`src/rtl/key_search_ctrl.sv`:
```
// Sequencer for a brute-force key search: runs the S-init, shuffle and decrypt loops for each key
// and walks the key range until the checker reports a match, the range is exhausted, or a loop hangs.
module key_search_ctrl #(
    parameter logic [23:0] KEY_MIN = 24'h000000,
    parameter logic [23:0] KEY_MAX = 24'h3FFFFF,
    parameter int unsigned TIMEOUT = 65535
) (
    input  logic        clk,
    input  logic        reset,
    input  logic        start,
    output logic        loop1_start,
    output logic        loop2_start,
    output logic        loop3_start,
    input  logic        loop1_done,
    input  logic        loop2_done,
    input  logic        loop3_done,
    input  logic        start_over,
    input  logic        found_key,
    output logic        loops_clear,
    output logic [23:0] key,
    output logic [23:0] keys_tried,
    output logic        busy,
    output logic        found,
    output logic        not_found,
    output logic        error,
    output logic [1:0]  leds
);

    localparam int WD_W = (TIMEOUT < 2) ? 1 : $clog2(TIMEOUT + 1);
    localparam logic [WD_W-1:0] WD_LAST = WD_W'(TIMEOUT - 1);

    localparam logic [3:0] S_IDLE  = 4'd0;
    localparam logic [3:0] S_RUN1  = 4'd1;
    localparam logic [3:0] S_WAIT1 = 4'd2;
    localparam logic [3:0] S_RUN2  = 4'd3;
    localparam logic [3:0] S_WAIT2 = 4'd4;
    localparam logic [3:0] S_RUN3  = 4'd5;
    localparam logic [3:0] S_WAIT3 = 4'd6;
    localparam logic [3:0] S_NEXT  = 4'd7;
    localparam logic [3:0] S_FOUND = 4'd8;
    localparam logic [3:0] S_FAIL  = 4'd9;
    localparam logic [3:0] S_ERR   = 4'd10;

    logic [3:0]      state_q, state_d;
    logic [23:0]     key_q, key_d;
    logic [23:0]     tried_q, tried_d;
    logic [WD_W-1:0] wd_q, wd_d;
    logic            clear_q, clear_d;
    logic            l1_q, l2_q, l3_q;
    logic            busy_q, found_q, nf_q, err_q;
    logic [1:0]      leds_q;
    logic            wd_expired;

    function automatic logic [1:0] leds_for(input logic [3:0] s);
        case (s)
            S_FOUND: leds_for = 2'b01;
            S_FAIL:  leds_for = 2'b10;
            S_ERR:   leds_for = 2'b11;
            default: leds_for = 2'b00;
        endcase
    endfunction

    function automatic logic busy_for(input logic [3:0] s);
        busy_for = (s inside {S_RUN1, S_WAIT1, S_RUN2, S_WAIT2, S_RUN3, S_WAIT3, S_NEXT});
    endfunction

    assign wd_expired = (wd_q == WD_LAST);

    always_comb begin
        state_d = state_q;
        key_d   = key_q;
        tried_d = tried_q;
        wd_d    = wd_q;
        clear_d = 1'b0;
        case (state_q)
            S_IDLE: begin
                if (start) begin
                    state_d = S_RUN1;
                    key_d   = KEY_MIN;
                    tried_d = '0;
                end
            end
            S_RUN1: begin
                wd_d    = '0;
                state_d = S_WAIT1;
            end
            S_WAIT1: begin
                if (loop1_done) begin
                    state_d = S_RUN2;
                end else if (wd_expired) begin
                    state_d = S_ERR;
                    clear_d = 1'b1;
                end else begin
                    wd_d = wd_q + 1'b1;
                end
            end
            S_RUN2: begin
                wd_d    = '0;
                state_d = S_WAIT2;
            end
            S_WAIT2: begin
                if (loop2_done) begin
                    state_d = S_RUN3;
                end else if (wd_expired) begin
                    state_d = S_ERR;
                    clear_d = 1'b1;
                end else begin
                    wd_d = wd_q + 1'b1;
                end
            end
            S_RUN3: begin
                wd_d    = '0;
                state_d = S_WAIT3;
            end
            S_WAIT3: begin
                // A match outranks a simultaneous reject; decrypt finishing with no reject is a match too.
                if (found_key) begin
                    state_d = S_FOUND;
                end else if (start_over) begin
                    state_d = S_NEXT;
                    clear_d = 1'b1;
                    tried_d = tried_q + 24'd1;
                end else if (loop3_done) begin
                    state_d = S_FOUND;
                end else if (wd_expired) begin
                    state_d = S_ERR;
                    clear_d = 1'b1;
                end else begin
                    wd_d = wd_q + 1'b1;
                end
            end
            S_NEXT: begin
                if (key_q == KEY_MAX) begin
                    state_d = S_FAIL;
                end else begin
                    key_d   = key_q + 24'd1;
                    state_d = S_RUN1;
                end
            end
            S_FOUND, S_FAIL, S_ERR: begin
                if (start) begin
                    state_d = S_RUN1;
                    key_d   = KEY_MIN;
                    tried_d = '0;
                    clear_d = 1'b1;
                end
            end
            default: state_d = S_IDLE;
        endcase
    end

    // Every output is derived from the next state so it is valid in the cycle that state is entered.
    always_ff @(posedge clk) begin
        if (reset) begin
            state_q <= S_IDLE;
            key_q   <= KEY_MIN;
            tried_q <= '0;
            wd_q    <= '0;
            clear_q <= 1'b0;
            l1_q    <= 1'b0;
            l2_q    <= 1'b0;
            l3_q    <= 1'b0;
            busy_q  <= 1'b0;
            found_q <= 1'b0;
            nf_q    <= 1'b0;
            err_q   <= 1'b0;
            leds_q  <= 2'b00;
        end else begin
            state_q <= state_d;
            key_q   <= key_d;
            tried_q <= tried_d;
            wd_q    <= wd_d;
            clear_q <= clear_d;
            l1_q    <= (state_d == S_RUN1);
            l2_q    <= (state_d == S_RUN2);
            l3_q    <= (state_d == S_RUN3);
            busy_q  <= busy_for(state_d);
            found_q <= (state_d == S_FOUND);
            nf_q    <= (state_d == S_FAIL);
            err_q   <= (state_d == S_ERR);
            leds_q  <= leds_for(state_d);
        end
    end

    assign loop1_start = l1_q;
    assign loop2_start = l2_q;
    assign loop3_start = l3_q;
    assign loops_clear = clear_q;
    assign key         = key_q;
    assign keys_tried  = tried_q;
    assign busy        = busy_q;
    assign found       = found_q;
    assign not_found   = nf_q;
    assign error       = err_q;
    assign leds        = leds_q;

endmodule

```
`config.mk`:
```
export PLATFORM = sky130hd
export DESIGN_NAME = key_search_ctrl
export DESIGN_NICKNAME = d
export VERILOG_FILES = /design/src/rtl/key_search_ctrl.sv
export SDC_FILE = /design/constraint.sdc
export NUM_CORES = 1
export LEC_CHECK = 0
export BUFFER_PORTS_ARGS = -buffer_cell sky130_fd_sc_hd__buf_2
export CAP_MARGIN = 20
export CORE_MARGIN = 5
export CORE_UTILIZATION = 30
export DETAILED_ROUTE_END_ITERATION = 10
export GPL_ROUTABILITY_DRIVEN = 1
export HOLD_SLACK_MARGIN = 0.02
export SLEW_MARGIN = 5
export SYNTH_ARGS = -nofsm -noshare
export SYNTH_HDL_FRONTEND = slang
export SYNTH_SLANG_ARGS = --single-unit
```
`constraint.sdc`:
```
create_clock -name clk -period 5.4 [get_ports clk]
set_input_delay 0.54 -clock clk [delete_from_list [all_inputs] [get_ports clk]]
set_output_delay 0.54 -clock clk [all_outputs]
set_load 0.02 [all_outputs]
```
# Word-level counts from Yosys, hierarchy flattened

Index checks and enable logic that the tools add are counted.

Word-level logic and storage cells: 88
Output and inout port bits: 58
Bits in registers: 78

Equality and inequality tests: 30
Multiplexer cells: 31
$add $sub $neg: 3
Reduce and logical (&&, ||, !) cells: 11

Operators with widths:

| kind                                                   | number |
|---|---|
| two-way mux 16 bit                                     | 6 |
| two-way mux 24 bit                                     | 4 |
| one-hot mux 24 bit (2 select lines)                    | 2 |
| one-hot mux 16 bit (4 select lines)                    | 1 |
| adder 24 x 1 -> 24 bit (second input constant)         | 2 |
| equality test 4 x 3 -> 1 bit (second input constant)   | 8 |
| two-way mux 4 bit                                      | 8 |
| one-hot mux 4 bit (8 select lines)                     | 1 |
| equality test 24 x 22 -> 1 bit (second input constant) | 1 |
| equality test 4 bit (second input constant)            | 6 |
| adder 16 x 1 -> 16 bit (second input constant)         | 1 |
| equality test 16 bit (second input constant)           | 1 |
| equality test 4 x 2 -> 1 bit (second input constant)   | 4 |
| inequality test 2 bit (second input constant)          | 7 |
| equality test 4 x 1 -> 1 bit (second input constant)   | 2 |
| two-way mux 1 bit                                      | 7 |
| nonzero test 7 bit                                     | 1 |
| one-hot mux 2 bit (3 select lines)                     | 1 |
| AND reduction 6 bit                                    | 1 |
| OR reduction 3 bit                                     | 2 |
| zero test 4 bit                                        | 1 |
| one-hot mux 1 bit (4 select lines)                     | 1 |
| AND reduction 4 bit                                    | 1 |
| nonzero test 2 bit                                     | 2 |
| other kinds (4)                                        | 4 |

# Longest topological paths before layout

Depth after elaboration: 8
Gate-level depth with buffers: 8
Mapped depth without buffers: 7

# Worst setup path before layout

Ideal clock, no wire load.

Kind: input-to-reg
Start point: input start
End point: register key_q[19], in the netlist key[19]
Data required time: 5341 ps
Stages on the path: 6
Path buffers: 1
Path slack: 3319 ps
Arrival time: 2021 ps
Cells stage by stage: or4bb_1 o311ai_1 buf_2 o211ai_1 or4_1 nand2_1

Word-level cells in the longest chain between the ends: 2

Ends and longest elaborated chain:

| element                                  | line | source |
|---|---|---|
| start, declared                          | 10   | `input logic start,` |
| inequality test 2 x 1 -> 1 bit (no line) | -    |  |
| AND reduction 3 bit (no line)            | -    |  |
| end signal, assigned                     | 170  | `key_q <= key_d;` |
| end, declared                            | 45   | `logic [23:0] key_q, key_d;` |

Every way passes these cells.
A chain may end at the register's enable or synchronous reset.

# Worst setup path after layout

Start point: register key_q[20], in the netlist key[20]
End point: register key_q[13], in the netlist key[13]

Word-level cells in the longest chain between the ends: 3

Ends and longest elaborated chain:

| element                         | line | source |
|---|---|---|
| equality test 24 x 22 -> 1 bit  | 133  | `if (key_q == KEY_MAX) begin` |
| inequality test 2 bit (no line) | -    |  |
| AND reduction 3 bit (no line)   | -    |  |

Every way passes these cells.

==> out/qor.csv <==
metric,value,unit
drtPass1Iterations,4,
cts_buffer_depth,2,
relSlewSlack,34.0,%
dieHeight,128,µm
critPathLaunchType,flip-flop,
grt_antenna_before_repair,0,
power_density,265,nW/µm²
ys_ff_latch,78,
numPlacedInstances,738,
grt_pass1_vias,3814,
ys.flop_type,dfxtp_1,
via_per_inst,5.42,
path_max_fanout,10,
yosysWarnings,0,
cts_max_level,3,
setup_violations,0,
dpl.hpwl,7990,µm
fin_setup_tns,0,ns
cts_sinks,78,
cts-buffers-inserted,9,
rsz0062_at_grt,no,
grt_max_degree,37,
insertion_delay,0.35,ns
avgSynthCellArea,8.10,µm²
vdd_ir_drop_max,0.175,mV
dieArea,16400,µm²
io_pins,66,
hold_violations,0,
max-cap-violations,0,
yosys.cell_types.count,63,
cts-root-buf,clkbuf_16,
syn2layout_area_growth,17.9,%
syn_nets,527,
drive_above_1_share,17.6,%
criticalPathCategory,reg -> reg,
fin_crit_sh,46.8,%
p_leak,1.77,nW
fin_skew,0.00758,ns
holdWs,0.471,ns
status,"finished, final reports clean",
worst_ep_arrival_time,2.81,ns
final_antenna_net_count,0,
postCtsHoldBufs,0,
die_w,128,µm
ys_seq_area_share,37.4,%
synth-edff-count,0,
grt.total_usage,13.5,%
start_util,30.3,%
vias,4095,
final-max-slew-violation-count,0,
tritoncts,built,
multi_input_area,2410,µm²
place.port_buffers,65,
tightest_slew,0.990,ns
synthArstFlopShare,0,%
fmax,396,MHz
layout.cells.non_filler,755,
fillers,1482,
hold_class,reg -> reg,
required,5.68,ns
synthesis.area,4170,µm²
grt_pass1_wl,18200,µm
row_count,43,
fin_nets,581,
cts_resized,0,
worstSetupEndpointType,flip-flop,
gp_congestion,0.832,
fin_crit,2.53,ns
wirelength,10900,µm
drc,0,
regArea,1560,µm²
post-cts-setup-buffer-count,0,
power,1.31,mW
core-area,13800,µm²
drt_iter0_markers,290,
clk_pin_slew,0.06,ns
grt_remaining_overflow,0,
avgRoutedWirePerCell,14.5,µm
syn_inst,515,
[cell usage in the layout, fill, tap and decap left out, drive strengths merged, types with 6 or more instances in the layout]
cell type	instances
o21ai	18
nand4	18
buf	69
nand2b	16
o31ai	18
or4	23
o211ai	6
or3	15
nor4	8
nor3	19
a21oi	46
mux2i	17
clkbuf	10
inv	20
dfxtp	78
nor2	32
nand2	50
nand3	34
and3	7
[layout make-up]
cell class / instances / share of cell area, %
Clock inverter: 6 / 0.789
Multi-Input combinational cell: 391 / 49.0
Timing Repair Buffer: 69 / 7.63
Sequential cell: 78 / 31.7
Antenna cell: 1 / 0.0509
Tap cell: 180 / 4.58
Inverter: 20 / 1.53
Clock buffer: 10 / 4.66
[cells in the mapped netlist (3+ instances only)]
cell type | n | share of area, %
mux2i_1 | 17 | 4.1
a21oi_1 | 46 | 5.5
a31oi_1 | 5 | 0.75
nand2_1 | 50 | 4.5
nand2b_1 | 16 | 2.4
nor2b_1 | 4 | 0.60
inv_1 | 20 | 1.8
nor3_1 | 19 | 2.3
a21o_1 | 4 | 0.72
o211ai_1 | 6 | 1.1
buf_1 | 3 | 0.27
nand3_1 | 34 | 4.1
nand4b_1 | 3 | 0.63
nor4_1 | 7 | 1.0
buf_2 | 6 | 0.72
nand3b_1 | 3 | 0.54
clkbuf_1 | 13 | 1.2
o31ai_1 | 18 | 3.2
o21ai_0 | 17 | 2.0
or3_1 | 15 | 2.2
o21bai_1 | 3 | 0.54
nor2_1 | 32 | 2.9
dfxtp_1 | 78 | 37
and4_1 | 5 | 1.0
nand4_1 | 17 | 2.5
ha_1 | 4 | 1.2
or4_1 | 21 | 3.8
and3_1 | 6 | 0.90
[cell families (layout without fill, tap and decap cells)]
family | after synthesis | after routing | synth area share, %
XOR/XNOR | 4 | 4 | 0.840
adder cells (fa/ha/maj) | 4 | 4 | 1.20
other | 0 | 1 | 0
flip-flops | 78 | 78 | 37.4
multiplexers | 18 | 18 | 4.35
AND/OR/NAND/NOR | 248 | 248 | 33.3
AO/OA/AOI/OAI | 117 | 117 | 18.0
buffers and inverters | 46 | 105 | 4.89
[report_power, final]
part           internal (mW)  leakage, nW  switching (mW)
sequential             0.586        0.629          0.0164
combinational         0.0515         1.01           0.105
clock                  0.309        0.128           0.238
[routing by layer]
layer / part of all wire, % / global-route usage (%)
met4: 1.1 / 4.00
met5: 0 / 0
met2: 48 / 22.3
met1: 45 / 16.7
met3: 5.7 / 4.71
[state kept, by name, summed over array words and instances (netlist names)]
register     count
key             24
state_q          4
loop2_start      1
not_found        1
loops_clear      1
busy             1
error            1
found            1
keys_tried      24
leds             2
loop1_start      1
wd_q            16
loop3_start      1
[worst paths after layout]
check | endpoint | startpoint | slack, ns | depth (start not counted)
worst max-delay path | key[13]$_SDFFE_PP0P_ | key[20]$_SDFFE_PP0P_ | 2.87 | 5
worst min-delay path | wd_q[13]$_SDFFE_PP0P_ | wd_q[13]$_SDFFE_PP0P_ | 0.47 | 2
worst max register to register | key[13]$_SDFFE_PP0P_ | key[20]$_SDFFE_PP0P_ | 2.87 | 5
worst min register to register | wd_q[13]$_SDFFE_PP0P_ | wd_q[13]$_SDFFE_PP0P_ | 0.47 | 2
[per-stage QoR]
stage / util (%) / instance area, µm² / worst slack [ns]
after global placement: 33.5 / 4620 / 2.87
after detailed placement: 33.7 / 4650 / 2.88
after global routing: 35.7 / 4920 / 2.53
after CTS: 35.7 / 4920 / 2.88
after floorplan: - / 4170 / 3.32
final: 35.7 / 4920 / 2.87
[worst max-delay path: stages (launching register included)]
cell      delay, ns
dfxtp_1        0.40
nor4bb_1       0.61
nand4_1        0.30
nor3_1         0.79
o21ai_0        0.21
a21oi_1        0.15
Note: power is estimated with default switching activity, not from simulation.
